## config.mk

```make
export PLATFORM = sky130hd
export DESIGN_NAME = mem_port_arbiter_flat
export DESIGN_NICKNAME = d
export VERILOG_FILES = /design/src/rtl/mem_port_arbiter_if.sv /design/src/rtl/mem_port_arbiter.sv /design/src/flat_wrapper.sv
export SDC_FILE = /design/constraint.sdc
export NUM_CORES = 1
export LEC_CHECK = 0
export ABC_AREA = 1
export BUFFER_PORTS_ARGS = -buffer_cell sky130_fd_sc_hd__buf_2
export CAP_MARGIN = 20
export CORE_AREA = 3 3 103 105
export CTS_CLUSTER_SIZE = 30
export DETAILED_ROUTE_END_ITERATION = 10
export DIE_AREA = 0 0 106 108
export MAX_ROUTING_LAYER = met4
export PLACE_DENSITY = 0.73
export SLEW_MARGIN = 20
export SYNTH_ARGS = -nofsm -noshare
export SYNTH_HDL_FRONTEND = slang
export SYNTH_SLANG_ARGS = --single-unit
```

## constraint.sdc

```tcl
create_clock -name clk -period 2.4 [get_ports clk]
set_input_delay 0.12 -clock clk [delete_from_list [all_inputs] [get_ports clk]]
set_output_delay 0.12 -clock clk [all_outputs]
set_load 0.02 [all_outputs]
```

## src/rtl/mem_port_arbiter_if.sv

```systemverilog
// Handshake bundle between the CPU fetch/data ports, the arbiter and the unified memory.
// master = CPU and memory side, slave = arbiter.
interface mem_port_arbiter_if #(
  parameter int ADDR_WIDTH = 32,
  parameter int DATA_WIDTH = 32
);
  logic                  i_req;
  logic [ADDR_WIDTH-1:0] i_addr;
  logic                  i_gnt;
  logic                  i_rvalid;
  logic [DATA_WIDTH-1:0] i_rdata;

  logic                  d_req;
  logic                  d_we;
  logic [ADDR_WIDTH-1:0] d_addr;
  logic [DATA_WIDTH-1:0] d_wdata;
  logic                  d_gnt;
  logic                  d_rvalid;
  logic [DATA_WIDTH-1:0] d_rdata;

  logic                  mem_en;
  logic                  mem_we;
  logic [ADDR_WIDTH-1:0] mem_addr;
  logic [DATA_WIDTH-1:0] mem_wdata;
  logic [DATA_WIDTH-1:0] mem_rdata;

  logic                  busy;

  modport master (
    output i_req, i_addr, d_req, d_we, d_addr, d_wdata, mem_rdata,
    input  i_gnt, i_rvalid, i_rdata, d_gnt, d_rvalid, d_rdata,
    input  mem_en, mem_we, mem_addr, mem_wdata, busy
  );

  modport slave (
    input  i_req, i_addr, d_req, d_we, d_addr, d_wdata, mem_rdata,
    output i_gnt, i_rvalid, i_rdata, d_gnt, d_rvalid, d_rdata,
    output mem_en, mem_we, mem_addr, mem_wdata, busy
  );
endinterface

```

## src/rtl/mem_port_arbiter.sv

```systemverilog
// Round-robin arbiter of fetch and data ports onto one fixed-latency memory; rvalid MEM_LATENCY+1 after grant.
// One transaction in flight; requesters hold req until their combinational grant, grants blocked while busy.
module mem_port_arbiter #(
  parameter int ADDR_WIDTH  = 32,
  parameter int DATA_WIDTH  = 32,
  parameter int MEM_LATENCY = 2
) (
  input logic clk,
  input logic rst_n,
  mem_port_arbiter_if.slave bus
);
  localparam int CntW = $clog2(MEM_LATENCY + 1);

  typedef enum logic {IDLE, WAIT} stateT;

  stateT                 state;
  logic                  ownerD;
  logic                  lastD;
  logic                  writeQ;
  logic                  busyQ;
  logic                  iRvalidQ;
  logic                  dRvalidQ;
  logic [CntW-1:0]       cnt;
  logic [DATA_WIDTH-1:0] iRdataQ;
  logic [DATA_WIDTH-1:0] dRdataQ;

  logic isIdle;
  logic grantI;
  logic grantD;

  if (MEM_LATENCY < 1) begin : gBadLatency
    $error("mem_port_arbiter: MEM_LATENCY must be at least 1");
  end

  // On a tie the port that was not served last wins.
  assign isIdle = rst_n && (state == IDLE);
  assign grantI = isIdle && bus.i_req && (!bus.d_req || lastD);
  assign grantD = isIdle && bus.d_req && (!bus.i_req || !lastD);

  assign bus.i_gnt     = grantI;
  assign bus.d_gnt     = grantD;
  assign bus.mem_en    = grantI || grantD;
  assign bus.mem_we    = grantD && bus.d_we;
  assign bus.mem_addr  = grantD ? bus.d_addr : (grantI ? bus.i_addr : '0);
  assign bus.mem_wdata = grantD ? bus.d_wdata : '0;

  assign bus.busy     = busyQ;
  assign bus.i_rvalid = iRvalidQ;
  assign bus.d_rvalid = dRvalidQ;
  assign bus.i_rdata  = iRdataQ;
  assign bus.d_rdata  = dRdataQ;

  always_ff @(posedge clk or negedge rst_n) begin
    if (!rst_n) begin
      state    <= IDLE;
      ownerD   <= 1'b0;
      lastD    <= 1'b1;
      writeQ   <= 1'b0;
      busyQ    <= 1'b0;
      iRvalidQ <= 1'b0;
      dRvalidQ <= 1'b0;
      cnt      <= '0;
      iRdataQ  <= '0;
      dRdataQ  <= '0;
    end else begin
      iRvalidQ <= 1'b0;
      dRvalidQ <= 1'b0;
      case (state)
        IDLE: begin
          if (grantI || grantD) begin
            state  <= WAIT;
            ownerD <= grantD;
            lastD  <= grantD;
            writeQ <= grantD && bus.d_we;
            busyQ  <= 1'b1;
            cnt    <= CntW'(MEM_LATENCY);
          end
        end
        WAIT: begin
          cnt <= cnt - CntW'(1);
          // Memory data is valid in the last counted cycle; writes only ack.
          if (cnt == CntW'(1)) begin
            state <= IDLE;
            busyQ <= 1'b0;
            if (ownerD) begin
              dRvalidQ <= 1'b1;
              if (!writeQ) begin
                dRdataQ <= bus.mem_rdata;
              end
            end else begin
              iRvalidQ <= 1'b1;
              iRdataQ  <= bus.mem_rdata;
            end
          end
        end
        default: state <= IDLE;
      endcase
    end
  end

  assert property (@(posedge clk) disable iff (!rst_n) !(bus.i_gnt && bus.d_gnt));
  assert property (@(posedge clk) disable iff (!rst_n) busyQ |-> !bus.mem_en);

endmodule

```

## src/flat_wrapper.sv

```systemverilog
// flat-port wrapper written by rule: the top's interface ports become plain ports
module mem_port_arbiter_flat 
#(
  parameter int ADDR_WIDTH  = 32,
  parameter int DATA_WIDTH  = 32,
  parameter int MEM_LATENCY = 2
)
  (clk, rst_n, bus_i_req, bus_i_addr, bus_d_req, bus_d_we, bus_d_addr, bus_d_wdata, bus_mem_rdata, bus_i_gnt, bus_i_rvalid, bus_i_rdata, bus_d_gnt, bus_d_rvalid, bus_d_rdata, bus_mem_en, bus_mem_we, bus_mem_addr, bus_mem_wdata, bus_busy);
  mem_port_arbiter_if #(.ADDR_WIDTH(ADDR_WIDTH), .DATA_WIDTH(DATA_WIDTH)) bus_i ();
  input logic clk;
  input logic rst_n;
  input wire logic [$bits(bus_i.i_req)-1:0] bus_i_req;
  input wire logic [$bits(bus_i.i_addr)-1:0] bus_i_addr;
  input wire logic [$bits(bus_i.d_req)-1:0] bus_d_req;
  input wire logic [$bits(bus_i.d_we)-1:0] bus_d_we;
  input wire logic [$bits(bus_i.d_addr)-1:0] bus_d_addr;
  input wire logic [$bits(bus_i.d_wdata)-1:0] bus_d_wdata;
  input wire logic [$bits(bus_i.mem_rdata)-1:0] bus_mem_rdata;
  output wire logic [$bits(bus_i.i_gnt)-1:0] bus_i_gnt;
  output wire logic [$bits(bus_i.i_rvalid)-1:0] bus_i_rvalid;
  output wire logic [$bits(bus_i.i_rdata)-1:0] bus_i_rdata;
  output wire logic [$bits(bus_i.d_gnt)-1:0] bus_d_gnt;
  output wire logic [$bits(bus_i.d_rvalid)-1:0] bus_d_rvalid;
  output wire logic [$bits(bus_i.d_rdata)-1:0] bus_d_rdata;
  output wire logic [$bits(bus_i.mem_en)-1:0] bus_mem_en;
  output wire logic [$bits(bus_i.mem_we)-1:0] bus_mem_we;
  output wire logic [$bits(bus_i.mem_addr)-1:0] bus_mem_addr;
  output wire logic [$bits(bus_i.mem_wdata)-1:0] bus_mem_wdata;
  output wire logic [$bits(bus_i.busy)-1:0] bus_busy;
  assign bus_i.i_req = bus_i_req;
  assign bus_i.i_addr = bus_i_addr;
  assign bus_i.d_req = bus_d_req;
  assign bus_i.d_we = bus_d_we;
  assign bus_i.d_addr = bus_d_addr;
  assign bus_i.d_wdata = bus_d_wdata;
  assign bus_i.mem_rdata = bus_mem_rdata;
  assign bus_i_gnt = bus_i.i_gnt;
  assign bus_i_rvalid = bus_i.i_rvalid;
  assign bus_i_rdata = bus_i.i_rdata;
  assign bus_d_gnt = bus_i.d_gnt;
  assign bus_d_rvalid = bus_i.d_rvalid;
  assign bus_d_rdata = bus_i.d_rdata;
  assign bus_mem_en = bus_i.mem_en;
  assign bus_mem_we = bus_i.mem_we;
  assign bus_mem_addr = bus_i.mem_addr;
  assign bus_mem_wdata = bus_i.mem_wdata;
  assign bus_busy = bus_i.busy;
  mem_port_arbiter #(.ADDR_WIDTH(ADDR_WIDTH), .DATA_WIDTH(DATA_WIDTH), .MEM_LATENCY(MEM_LATENCY)) u_core (.clk(clk), .rst_n(rst_n), .bus(bus_i));
endmodule
```

# Word level (Yosys, flattened, before mapping)
# Cells that the tools add are included.
totals:
  mem_bits_ro: 0
  mem_bits_rw: 0
  n_memories: 0
  latchBits: 0
  out_inout_bits: 135
  input_bits: 133
  register_bits: 73
  word_cells: 50
op_classes:
  eq_ne: 3
  reduce_logical: 16
  shifts: 0
  add_sub_neg: 1
  div_mod_pow: 0
  n_lt_le_gt_ge: 0
  bitwise_logic: 3
  n_mul: 0
  n_mux: 17
op_table:
  columns: ["op", "n"]
  rows:
  - ["two-way mux 32 bit", 3]
  - ["two-way mux 1 bit", 10]
  - ["logical AND 1 bit", 6]
  - ["inequality test 2 bit (second input constant)", 2]
  - ["case mux 1 bit (2 select lines)", 2]
  - ["case mux 2 bit (2 select lines)", 1]
  - ["AND reduction 2 bit", 2]
  - ["AND reduction 4 bit", 1]
  - ["logical NOT 1 bit", 3]
  - ["logical OR 1 bit", 3]
  - ["NOT 1 bit", 3]
  - ["AND reduction 3 bit", 1]
  - ["== test 2 x 1 -> 1 bit (second input constant)", 1]
  - ["two-way mux 2 bit", 1]
  - ["subtractor 2 x 1 -> 2 bit (second input constant)", 1]

# Longest topological paths before layout
depth:
  depth_word: 7
  ltp_mapped: 9
  mapped_depth_nobuf: 7

# Worst setup path after synthesis
# OpenSTA, ideal clock, no wires.
synth_timing:
  path_type: "register -> output"
  start: "reg u_core.state"
  end: "out bus_mem_wdata[10]"
  stages_incl_launch_ff: 5
  t_arrival_ps: 1237
  setup_slack_ps: 1043
  required_time_ps: 2280
  path_cell_list: "dfrtp_1 -> nor2_1 -> nand3_2 -> buf_4 -> nor2_1"
synth_between:
  elab_chain_cells: 5
synth_lines:
  columns: ["element", "line_no", "rtl"]
  rows:
  - ["start, declared", "mem_port_arbiter.sv:16", "stateT state;"]
  - ["start signal, assigned", "mem_port_arbiter.sv:55", "state <= IDLE;"]
  - ["start signal, assigned", "mem_port_arbiter.sv:71", "state <= WAIT;"]
  - ["start signal, assigned", "mem_port_arbiter.sv:83", "state <= IDLE;"]
  - ["NOT 1 bit", "mem_port_arbiter.sv:36", "assign isIdle = rst_n && (state == IDLE);"]
  - ["logical AND 1 bit", "mem_port_arbiter.sv:36", null]
  - ["logical AND 1 bit (2 in a row)", "mem_port_arbiter.sv:38", "assign grantD = isIdle && bus.d_req && (!bus.i_req || !lastD);"]
  - ["two-way mux 32 bit", "mem_port_arbiter.sv:45", "assign bus.mem_wdata = grantD ? bus.d_wdata : '0;"]
  - ["end, declared", "flat_wrapper.sv:28", "output wire logic [$bits(bus_i.mem_wdata)-1:0] bus_mem_wdata;"]
# No other way between the ends.

# Final worst setup path
layout_timing:
  start: "reg u_core.state"
  end: "out bus_mem_addr[27]"
layout_between:
  elab_chain_cells: 6
layout_lines:
  columns: ["element", "line_no", "rtl"]
  rows:
  - ["NOT 1 bit (*)", "mem_port_arbiter.sv:36", null]
  - ["logical AND 1 bit (*)", "mem_port_arbiter.sv:36", null]
  - ["logical AND 1 bit (2 in a row)", "mem_port_arbiter.sv:37", "assign grantI = isIdle && bus.i_req && (!bus.d_req || lastD);"]
  - ["two-way mux 32 bit", "mem_port_arbiter.sv:44", "assign bus.mem_addr = grantD ? bus.d_addr : (grantI ? bus.i_addr : '0);"]
  - ["two-way mux 32 bit (*)", "mem_port_arbiter.sv:44", null]
  - ["end, declared", "flat_wrapper.sv:27", "output wire logic [$bits(bus_i.mem_addr)-1:0] bus_mem_addr;"]
# Every way passes the cells marked *; elsewhere a longest branch is shown, timed or not.

==> summary.txt <==
Critical path
  – WS Path Type: reg -> out
  – CP peak stage delay: between 0.5 and 0.6 ns
  – CP Launch Type: flip-flop
  – Slowest cell on the critical path: nor2_4
  – Reg2Reg Depth: 7
  – Critical R2R Launch: u_core.cnt[1]
  – CP bufs+invs: 2
  – Ordered cell list for the critical path: inv_2 -> nand3_1 -> nor2_4 -> nand2_1 -> nand2_1 -> buf_2
  – Arrival time of the worst setup path: between 1.5 and 2 ns
  – Delay-heaviest family, CP: simple AND/OR/NAND/NOR gates
  – Req. time, crit path: 2.28 ns
  – Worst R2R End: u_core.bus.d_rdata[29]
  – CP endpoint kind: primary output
  – R2R Setup Slk: approximately 0.70 ns
  – CP dominant cell by count: nand2_1
  – Critical Path Fanout Max: 33

GRT
  – Global-route wire length before repair: between 15000 and 20000 um
  – Global route overflow: 0
  – Initial antenna violation count: 0
  – All-Layer GR Usage: 0.188
  – Vias in the first global route: between 3000 and 4000
  – Pin count of the biggest net entering global routing: 74

Die
  – FP Rows: 36
  – Die Height: between 100 and 150 um
  – Top Ports: 268
  – Initial Utilization: 0.368
  – Core Footprint: 9730 um2
  – Die X: between 100 and 150 um
  – Die area: between 10000 and 15000 um2

Routing
  – # DRC: 0
  – DR vias/cell: 4.33
  – Drt first pass iters: 4
  – DRT antenna net count: 0
  – DR vias: about 3700
  – DR WL/cell: roughly 13 um
  – First-iteration detailed-routing DRC count: between 200 and 300
  – Overall routed net length: ~11000 um

Cells and area
  – Fill cell count: ~940
  – Antenna cell count: 0
  – Area growth syn-to-layout: 44.7%
  – Nets@finish: 852
  – Post-route cell area: a little over 5000 um2
  – Fin util: 0.532
  – Layout cells sized above 1: 0.425
  – Non-Filler Instances: between 800 and 900

Hold path
  – Hold Crit Class: in -> async

CTS
  – Post-CTS Setup Repair Bufs: 0
  – CTS Buffer Depth: 2
  – TritonCTS clock tree: done
  – Clk_lat worst skew: 0.34 ns
  – CTS Root Cell: clkbuf_8
  – Clock-pin slew on the worst setup and hold paths: about 0.07 ns
  – Num CTS Buffers: 9
  – H-tree levels: 3
  – Clock sinks: 73

Placed design
  – Dpl cells: between 800 and 900
  – Pre-CTS setup slack: 0.640 ns
  – Post-DP HPWL: 8550 um
  – Cell Area, Placed: about 4900 um2
  – GP Congestion: between 0.7 and 0.8
  – # port buffers: ~270

Timing
  – Skew final: ~0.015 ns
  – Rel. slew slack: 0.400
  – RSZ-0062 raised after global routing: no
  – Hold WS: roughly 0.027 ns
  – Final setup fails: 0
  – Total Neg Setup Slack: 0 ns
  – Least-Margin Pin Slew: about 0.9 ns
  – Slack of the critical path: around 0.29 ns
  – Final Cycle Share: 0.878
  – Final hold vios: 0
  – Final Slew Violations: 0
  – Fmax: ~0.47 GHz
  – Final Critical Period: between 2 and 2.5 ns

Logic synthesis
  – Synth async-reset ratio: 1.00
  – Post-synth EDFFs: 0
  – Syn_nets: between 500 and 600
  – Synthesized area per cell: approximately 8 um2
  – Post-synthesis sequential area ratio: 0.511
  – Prevailing post-synth register cell: dfrtp_1
  – Synth Instances: between 400 and 500
  – Post-Syn Area: between 3000 and 4000 um2
  – Synth Register Bits: 73
  – Yosys warnings: 0
  – Netlist cell types: 23

Outcome
  – Outcome: finished, final reports clean

Power
  – Pwr Total: about 6.4 mW
  – Worst VDD drop: 0.000922 V
  – Pwr dens: 1230 nW/um2
  – LEAKAGE: about 3.3 nW

Run
  – Max Cap Violations: 0
cell usage after synthesis, types with 2 or more instances:
cell     number  area, um2
nand2_1     173        649
o21ai_2      13        114
nor2_1       34        128
nand3_1       6       30.0
buf_6        10        113
or2_2         2       12.5
o21ai_1      43        215
o21ai_0      10       50.1
inv_2         2       7.51
dfrtp_1      72       1800
inv_1        74        278
buf_4         9       67.6
placed cells by master (no fill, tap or decap), drive strengths merged:
cell type	count
inv	76
clkinv	1
nand2	175
buf	269
dfstp	1
dlygate4sd3	1
bufinv	4
ha	1
o21ai	66
clkbuf	10
dfrtp	72
nand3	7
a21oi	1
nor2	36
or2	2
report_power, final:
| group | switching, mW | leakage (nW) | total, mW | internal [mW] |
|---|---|---|---|---|
| Clock | 0.456 | 0.127 | 1.25 | 0.793 |
| Sequential | 0.337 | 0.879 | 2.19 | 1.85 |
| Combinational | 1.93 | 2.34 | 2.92 | 0.990 |
| Total | 2.73 | 3.34 | 6.36 | 3.64 |
registers in the layout (all words and copies together), names as in the netlist:
signal	count
u_core.bus.d_rvalid	1
u_core.bus.busy	1
u_core.bus.d_rdata	32
u_core.lastD	1
u_core.writeQ	1
u_core.state	1
u_core.ownerD	1
u_core.bus.i_rdata	32
u_core.bus.i_rvalid	1
u_core.cnt	2
area by class of cell:
| cell class | instances | area, um2 | area share |
|---|---|---|---|
| Sequential cell | 73 | 1830 | 0.353 |
| Timing Repair Buffer | 270 | 1380 | 0.266 |
| Multi-Input combinational cell | 288 | 1260 | 0.244 |
| Inverter | 76 | 285 | 0.0551 |
| Tap cell | 133 | 166 | 0.0321 |
| Clock inverter | 5 | 129 | 0.0249 |
| Clock buffer | 10 | 128 | 0.0247 |
metal layers:
layer | track usage | part of all wire | vias up | routed length (um)
met2 | 0.319 | 0.50 | 143 | 5580
met1 | 0.222 | 0.41 | 1649 | 4540
met3 | 0.0472 | 0.070 | 19 | 780
met5 | - | 0 | - | 0
met4 | 0.0546 | 0.017 | 0 | 189
li1 | - | - | 1888 | -
worst max-delay path by stage:
stage | from | endpoint | slack (ns) | depth (start not counted)
2_1_floorplan | u_core.state | bus_mem_wdata[10] | 1.04 | 4
3_3_place_gp | u_core.cnt[1] | u_core.bus.d_rdata[30] | 0.73 | 7
3_5_place_dp | u_core.state | bus_mem_addr[27] | 0.64 | 6
4_1_cts | u_core.state | bus_mem_addr[27] | 0.27 | 6
5_1_grt | u_core.state | bus_mem_addr[22] | 0.08 | 6
6_report | u_core.state | bus_mem_addr[27] | 0.29 | 6
what timing repair did:
action	4_1_cts	5_1_grt
setup endpoints to repair	0	0
endpoints found under the hold margin	1	0
hold buffers	1	0
resized for setup	0	0
kinds of logic (layout without fill, tap and decap cells):
| family | count (synthesis) | count (layout) | share of synthesized area |
|---|---|---|---|
| AOI/OAI and AO/OA | 67 | 67 | 0.107 |
| adders and majority gates | 1 | 1 | 0.00350 |
| buffers and inverters | 98 | 361 | 0.136 |
| DFF | 73 | 73 | 0.511 |
| and+or+nand+nor | 220 | 220 | 0.242 |
No activity file was read; power rests on OpenSTA's default activity.
